**config.mk**
```make
export PLATFORM = sky130hd
export DESIGN_NAME = instr_queue
export DESIGN_NICKNAME = d
export VERILOG_FILES = /design/src/rtl/instr_queue.sv
export SDC_FILE = /design/constraint.sdc
export NUM_CORES = 1
export LEC_CHECK = 0
export CAP_MARGIN = 20
export CELL_PAD_IN_SITES_DETAIL_PLACEMENT = 0
export CELL_PAD_IN_SITES_GLOBAL_PLACEMENT = 1
export CORE_ASPECT_RATIO = 1.5
export CORE_UTILIZATION = 50
export CTS_CLUSTER_SIZE = 12
export DETAILED_ROUTE_END_ITERATION = 8
export GPL_TIMING_DRIVEN = 0
export PLACE_DENSITY = 0.84
export REMOVE_ABC_BUFFERS = 1
export SETUP_SLACK_MARGIN = 0.2
export SLEW_MARGIN = 20
export SYNTH_ARGS = -nofsm -noshare
export SYNTH_HDL_FRONTEND = slang
export SYNTH_SLANG_ARGS = --single-unit
```
**constraint.sdc**
```tcl
create_clock -name clk -period 7.6 [get_ports clk]
set_input_delay 1.52 -clock clk [delete_from_list [all_inputs] [get_ports clk]]
set_output_delay 1.52 -clock clk [all_outputs]
set_load 0.02 [all_outputs]
```
**src/rtl/instr_queue.sv**
```systemverilog
// instr_queue: DEPTH-entry circular FIFO of {instr, pc} pairs between fetch
// and decode. First-word fall-through head, registered count/full/empty,
// flush discards all queued entries at the next edge.
// Optional feature: define IQ_BYPASS_EN to forward an incoming entry straight
// to the outputs while the queue is empty (zero-latency path).
module instr_queue #(
    parameter int INSTR_W = 32,
    parameter int PC_W    = 12,
    parameter int DEPTH   = 4,
    parameter int CNT_W   = $clog2(DEPTH) + 1
) (
    input  logic               clk,
    input  logic               rst,
    input  logic               in_valid,
    input  logic [INSTR_W-1:0] in_instr,
    input  logic [PC_W-1:0]    in_pc,
    output logic               in_ready,
    output logic               out_valid,
    output logic [INSTR_W-1:0] out_instr,
    output logic [PC_W-1:0]    out_pc,
    input  logic               out_ready,
    input  logic               flush,
    output logic [CNT_W-1:0]   count,
    output logic               full,
    output logic               empty
);

    localparam int PTR_W = $clog2(DEPTH);
    localparam int ENT_W = INSTR_W + PC_W;

    logic [ENT_W-1:0] mem_q [DEPTH];
    logic [PTR_W-1:0] wr_ptr_q, wr_ptr_d;
    logic [PTR_W-1:0] rd_ptr_q, rd_ptr_d;
    logic [CNT_W-1:0] count_q, count_d;
    logic             wr_en;
    logic             rd_en;
    logic             byp;

    // Status flags come only from registered state, so in_ready never
    // depends on out_ready (no decode-to-fetch combinational path).
    assign empty    = (count_q == '0);
    assign full     = (count_q == CNT_W'(DEPTH));
    assign count    = count_q;
    assign in_ready = rst & ~full;

`ifdef IQ_BYPASS_EN
    // Forward the fetch entry while nothing is stored; gated by rst so the
    // outputs stay quiet during reset.
    assign byp = rst & empty & in_valid & ~flush;
`else
    assign byp = 1'b0;
`endif

    // Head selection: stored entry first, then the bypassed input, else zero.
    always_comb begin
        out_valid = ~empty | byp;
        {out_instr, out_pc} = '0;
        if (!empty) begin
            {out_instr, out_pc} = mem_q[rd_ptr_q];
        end else if (byp) begin
            {out_instr, out_pc} = {in_instr, in_pc};
        end
    end

    // Next-state for pointers and occupancy; flush wins over push and pop.
    always_comb begin
        // A bypassed entry consumed in the same cycle is never stored.
        wr_en    = in_valid & in_ready & ~(byp & out_ready) & ~flush;
        rd_en    = ~empty & out_ready & ~flush;
        wr_ptr_d = wr_ptr_q;
        rd_ptr_d = rd_ptr_q;
        count_d  = count_q;
        if (flush) begin
            wr_ptr_d = '0;
            rd_ptr_d = '0;
            count_d  = '0;
        end else begin
            if (wr_en) wr_ptr_d = wr_ptr_q + PTR_W'(1);
            if (rd_en) rd_ptr_d = rd_ptr_q + PTR_W'(1);
            count_d = count_q + CNT_W'(wr_en) - CNT_W'(rd_en);
        end
    end

    // Control state register with synchronous active-low reset.
    always_ff @(posedge clk) begin
        if (!rst) begin
            wr_ptr_q <= '0;
            rd_ptr_q <= '0;
            count_q  <= '0;
        end else begin
            wr_ptr_q <= wr_ptr_d;
            rd_ptr_q <= rd_ptr_d;
            count_q  <= count_d;
        end
    end

    // Entry storage; contents are never cleared, only pointers are.
    always_ff @(posedge clk) begin
        if (wr_en) begin
            mem_q[wr_ptr_q] <= {in_instr, in_pc};
        end
    end

endmodule

```
==> metrics, run 1 <==
die height=148 um; cts repair resizes=0; Clock Path Buffers=2; NetSw=0.432 mW; vias per cell=5.18; Tcrit/Tclk final=0.563; setup slack, reg-to-reg=4.97 ns; initial drt markers=159; post-DP HPWL=7.40 mm; Layout area overhead=25.1%; Seq pwr share=0.544; placed cells=613; most frequent cells in the layout=edfxtp_1, clkdlybuf4s50_1, nor2b_1; Die W=99.6 um; internal cell power=1.64 mW; final-report hold violation count=0; Worst Path Required=6.08 ns; clock share of power=0.410; sw frac=0.208; CTS tree=built; DRT antenna net count=0; mapped cell area=7150 um2; post-route cell area=8940 um2; max frequency=0.234 GHz; via count=3,342; WP data arrival=2.76 ns; M1 WL=4.90 mm; Unique masters post-synth=25; port bufs=99; critical path startpoint category=primary input; Top Metal Used=met4; GRT Util Overall=0.180; Synth Warn #=0; EDFF count, synth=176; Post-Synthesis Cells=333; initial antenna violation count=0; leak pwr=2.79 nW; max-slew violations=0; worst reg2reg path depth=10; vias in the first global route=3,646; Final Util=0.639; # DRC=0; CTS Buf Count=17; Detailed Routing Iterations Pass 1=4; Post-CTS Hold Fix Bufs=0; Synth Flop Type=edfxtp_1; Layout Skew=0.0199 ns; sequential element share of the synthesized area=0.765; measured slew at the worst slew-check pin=0.693 ns; clock-pin slew on the worst setup and hold paths=0.06 ns; fin crit period=4.28 ns; I/O pins=100; type of the worst setup path=primary input to primary output; Hold Crit Depth=2; die area=14,800 um2; Initial Utilization=0.511; RePlAce Congestion=0.693; row count=53; Antenna Cells=0; drt wl/cell=19.1 um; Worst IR Drop VDD=0.000185 V; RSZ-0062 raised after global routing=false; Root Driver=clkbuf_16; met2 WL post-DR=6.79 mm; Setup crit end kind=primary output; worst-skew pair later-pin latency=0.42 ns; aggregate routed wire length=12.3 mm; core area=14,000 um2; Clock Sink Count=185; Rel. slew slack=0.538; first-pass GRT wire length=19.3 mm; largest net degree at the start of global routing=45; Post-synth ARST share=0; CP max FO=3; max-capacitance violation count=0; grt ovf=0; syn avg cell area=21.5 um2; ratio of cells with drive above 1 in the final layout=0.192; non-filler cells in the finished layout=645; Yosys reg bits=185; Setup Total Neg Slack=0 ns; post-placement cell area=8360 um2; end of the worst register-to-register path=count[2]; min-delay src=rd_ptr_q[1]; post-CTS setup buffer count=0; H-tree levels=4; worst hold path class=flop to flop; wire length on met3=443 um; Power per Cell Area=232 nW/um2; final setup vio count=0; status=finished clean; final-stage net count=496; Comb pwr share=0.046; reg-to-reg startpoint=count[1]; most common cell after layout, fill and taps aside=edfxtp_1
## area by class of cell
class	instances	area, um2
inverters	8	30.0
flip-flops and latches	185	5470
clock buffers	17	425
multi-input cells	125	1560
repair buffers	103	1060
fillers	993	5050
well taps	192	240
clock inverters	15	153
## power groups by stage
stage,sequential (mW),clock (mW),combinational [mW]
finish,1.13,0.850,0.0953
global route,1.13,0.901,0.102
CTS,1.13,0.869,0.0965
detailed placement,1.15,0,0.0961
global placement,1.15,0,0.0895
floorplan,1.15,0,0.0352
## worst max-delay path, stage by stage
cell	delay [ns]
clkdlybuf4s50_1	0.49
nor2b_1	0.14
clkdlybuf4s50_1	0.61
## state kept, by name (all words and copies together) (netlist names), named ones only
register / flops
count: 3
wr_ptr_q: 2
mem_q: 176
rd_ptr_q: 2
## cell families (layout without fill, tap and decap cells)
family                   Yosys count  count (layout)  synth area share
AND/OR/NAND/NOR                   64              64            0.0557
adder cells (fa/ha/maj)            7               7            0.0133
flip-flops                       185             185             0.765
XOR/XNOR                           3               3           0.00368
multiplexers                      44              44             0.139
buffers and inverters             23             143            0.0186
AO/OA/AOI/OAI                      7               7           0.00525
## cells in the mapped netlist, drive strengths merged, types with 2 or more instances
cell type	instances	area, um2
nor2b	46	288
and2	6	37.5
edfxtp	176	5290
or3	2	12.5
a21oi	3	15.0
nor3	2	15.0
xnor2	2	17.5
inv	8	30.0
o21ai	3	15.0
mux4	44	991
nor2	4	15.0
ha	6	75.1
buf	10	81.3
clkbuf	5	21.3
dfxtp	9	180
## worst max-delay path by stage
| stage | start | to | cells after the start |
|---|---|---|---|
| after CTS | rst | in_ready | 3 |
| after global routing | rst | in_ready | 3 |
| after detailed placement | rst | in_ready | 3 |
| after global placement | flop | out_pc[1] | 3 |
| final | rst | in_ready | 3 |
| after floorplan | flop | out_instr[0] | 2 |
## stage by stage
stage                     setup WS [ns]  total power, mW  hold WS [ns]
after floorplan                    3.31             1.19         0.459
after global placement             1.86             1.24         0.470
after detailed placement           3.34             1.25         0.494
after CTS                          3.32             2.10         0.506
after global routing               3.23             2.13         0.541
final                              3.32             2.07         0.500
## routing by layer
metal  track usage  up-vias
met5             0        -
met4        0.0706        0
met3        0.0343       11
met2         0.320       83
met1         0.217     1700
li1              -     1548
Note: power is estimated with default switching activity, not from simulation.
==> run 2, diff against run 1 <==
- CORE_UTILIZATION: 50 -> 42
- PLACE_DENSITY: 0.84 -> 0.76
- clock period: 7.6 -> 3.8 ns (I/O delays scaled with it)
==> metrics, run 2 (synthesis results as in run 1) <==
# DRC=0 (unchanged); hold_ws=0.505 ns (was 0.500 ns); Post-CTS Hold Fix Bufs=0 (unchanged); fin crit period=3.35 ns; post-DP HPWL=7.56 mm (was 7.40 mm); RSZ-0062 raised after global routing=false (unchanged); max-capacitance violation count=0 (unchanged); H-tree levels=4 (unchanged); Clock Path Buffers=2 (unchanged); die area=17,500 um2 (was 14,800 um2); worst-skew pair later-pin latency=0.42 ns (about the same); final-stage net count=496 (unchanged); min-delay src=rd_ptr_q[1] (unchanged); max-slew violations=0 (unchanged); Root Driver=clkbuf_16 (unchanged); initial drt markers=139 (was 159); measured slew at the worst slew-check pin=0.705 ns (was 0.693 ns); ratio of cells with drive above 1 in the final layout=0.190 (was 0.192); status=finished clean (unchanged); first-pass GRT wire length=19.8 mm (was 19.3 mm); Worst Path Required=3.04 ns (was 6.08 ns); most common cell after layout, fill and taps aside=edfxtp_1 (unchanged); die height=162 um (was 148 um); Clock Sink Count=185 (unchanged); Rel. slew slack=0.530 (was 0.538); final-report hold violation count=0 (unchanged); DRT antenna net count=0 (unchanged); aggregate routed wire length=12.7 mm (was 12.3 mm); final setup vio count=0 (unchanged); Layout area overhead=25.0% (was 25.1%); GRT Util Overall=0.156 (was 0.180); via count=3,374 (was 3,342); Hold Crit Depth=2 (unchanged); core area=16,700 um2 (was 14,000 um2); reg-to-reg startpoint=count[1] (unchanged); port bufs=99 (unchanged); type of the worst setup path=flop to primary output (was primary input to primary output); Final Power=4.06 mW (was 2.07 mW); largest net degree at the start of global routing=45 (unchanged); CTS Buf Count=17 (unchanged); CTS tree=built (unchanged); Detailed Routing Iterations Pass 1=4 (unchanged); max reg flops=176 (unchanged); Antenna Cells=0 (unchanged); Worst IR Drop VDD=0.000419 V (was 0.000185 V); drt wl/cell=19.1 um (about the same); clock-pin slew on the worst setup and hold paths=0.07 ns (was 0.06 ns); RePlAce Congestion=0.689 (was 0.693); post-CTS setup buffer count=0 (unchanged); Initial Utilization=0.428 (was 0.511); row count=58 (was 53); I/O pins=100 (unchanged); worst reg2reg path depth=10 (unchanged); most frequent cells in the layout=edfxtp_1, clkdlybuf4s50_1, nor2b_1 (unchanged); Power per Cell Area=455 nW/um2 (was 232 nW/um2); critical path startpoint category=flop (was primary input); initial antenna violation count=0 (unchanged); leak pwr=2.76 nW (was 2.79 nW); Tcrit/Tclk final=0.882; vias per cell=5.09 (was 5.18); setup slack, reg-to-reg=1.18 ns (was 4.97 ns); grt ovf=0 (unchanged); CP max FO=23 (was 3); vias in the first global route=3,693 (was 3,646); max frequency=0.298 GHz; Die W=109 um (was 99.6 um); end of the worst register-to-register path=count[2] (unchanged); WP data arrival=2.59 ns (was 2.76 ns); Layout Skew=0.00969 ns (was 0.0199 ns); Setup crit end kind=primary output (unchanged); worst hold path class=flop to flop (unchanged); cts repair resizes=0 (unchanged); Reg with most FFs=mem_q (unchanged)
==> run 2: cell count changes in the layout (fill, tap and decap cells not counted), sizes merged <==
cell / before / now
bufinv: 1 / 0
clkinv: 3 / 6
clkinvlp: 1 / 4
inv: 18 / 13
==> run 2: stage by stage <==
stage | setup slack [ns] | std cells | utilization | instance area (um2) | TNS [ns]
6_report | 0.448 | 663 | 0.535 | 8930 | 0
3_3_place_gp | -1.25 | 627 | 0.497 | 8300 | -125.57
2_1_floorplan | 0.274 | 318 | - | 7040 | 0
4_1_cts | 0.350 | 663 | 0.535 | 8930 | 0
3_5_place_dp | 0.316 | 631 | 0.502 | 8390 | 0
5_1_grt | 0.267 | 663 | 0.535 | 8930 | 0
==> run 2: cell type report <==
| type | instances | area [um2] |
|---|---|---|
| clock buffers | 17 | 425 |
| clock inverters | 15 | 119 |
| fillers | 1339 | 7760 |
| inverters | 8 | 30.0 |
| multi-input cells | 125 | 1560 |
| flip-flops and latches | 185 | 5470 |
| well taps | 210 | 263 |
| repair buffers | 103 | 1060 |
==> run 2: per-layer routing <==
layer | up-vias | global-route usage | share of wire
li1 | 1540 | - | -
met1 | 1753 | 0.182 | 0.39
met2 | 62 | 0.270 | 0.55
met3 | 19 | 0.0349 | 0.036
met4 | 0 | 0.0749 | 0.027
met5 | - | 0 | 0
==> run 2: worst max path at each step <==
stage          startpoint  slack, ns            end
2_1_floorplan        flop       0.27   out_instr[0]
3_3_place_gp         flop      -1.25  out_instr[10]
3_5_place_dp        flush       0.32       count[2]
4_1_cts              flop       0.35     out_pc[11]
5_1_grt              flop       0.27  out_instr[10]
6_report             flop       0.45  out_instr[10]
==> run 2: critical path, cell delays in order (launching register included) <==
cell and delay, ns:
dfxtp_4 0.65, buf_12 0.29, mux4_2 0.51, nor2b_1 0.16
clkdlybuf4s50_1 0.55
==> run 2: report_power, final <==
group	internal (mW)	switching, mW	total, mW
clock network	0.850	0.760	1.61
logic	0.104	0.0872	0.191
registers	2.25	0.00742	2.26
total	3.20	0.855	4.06
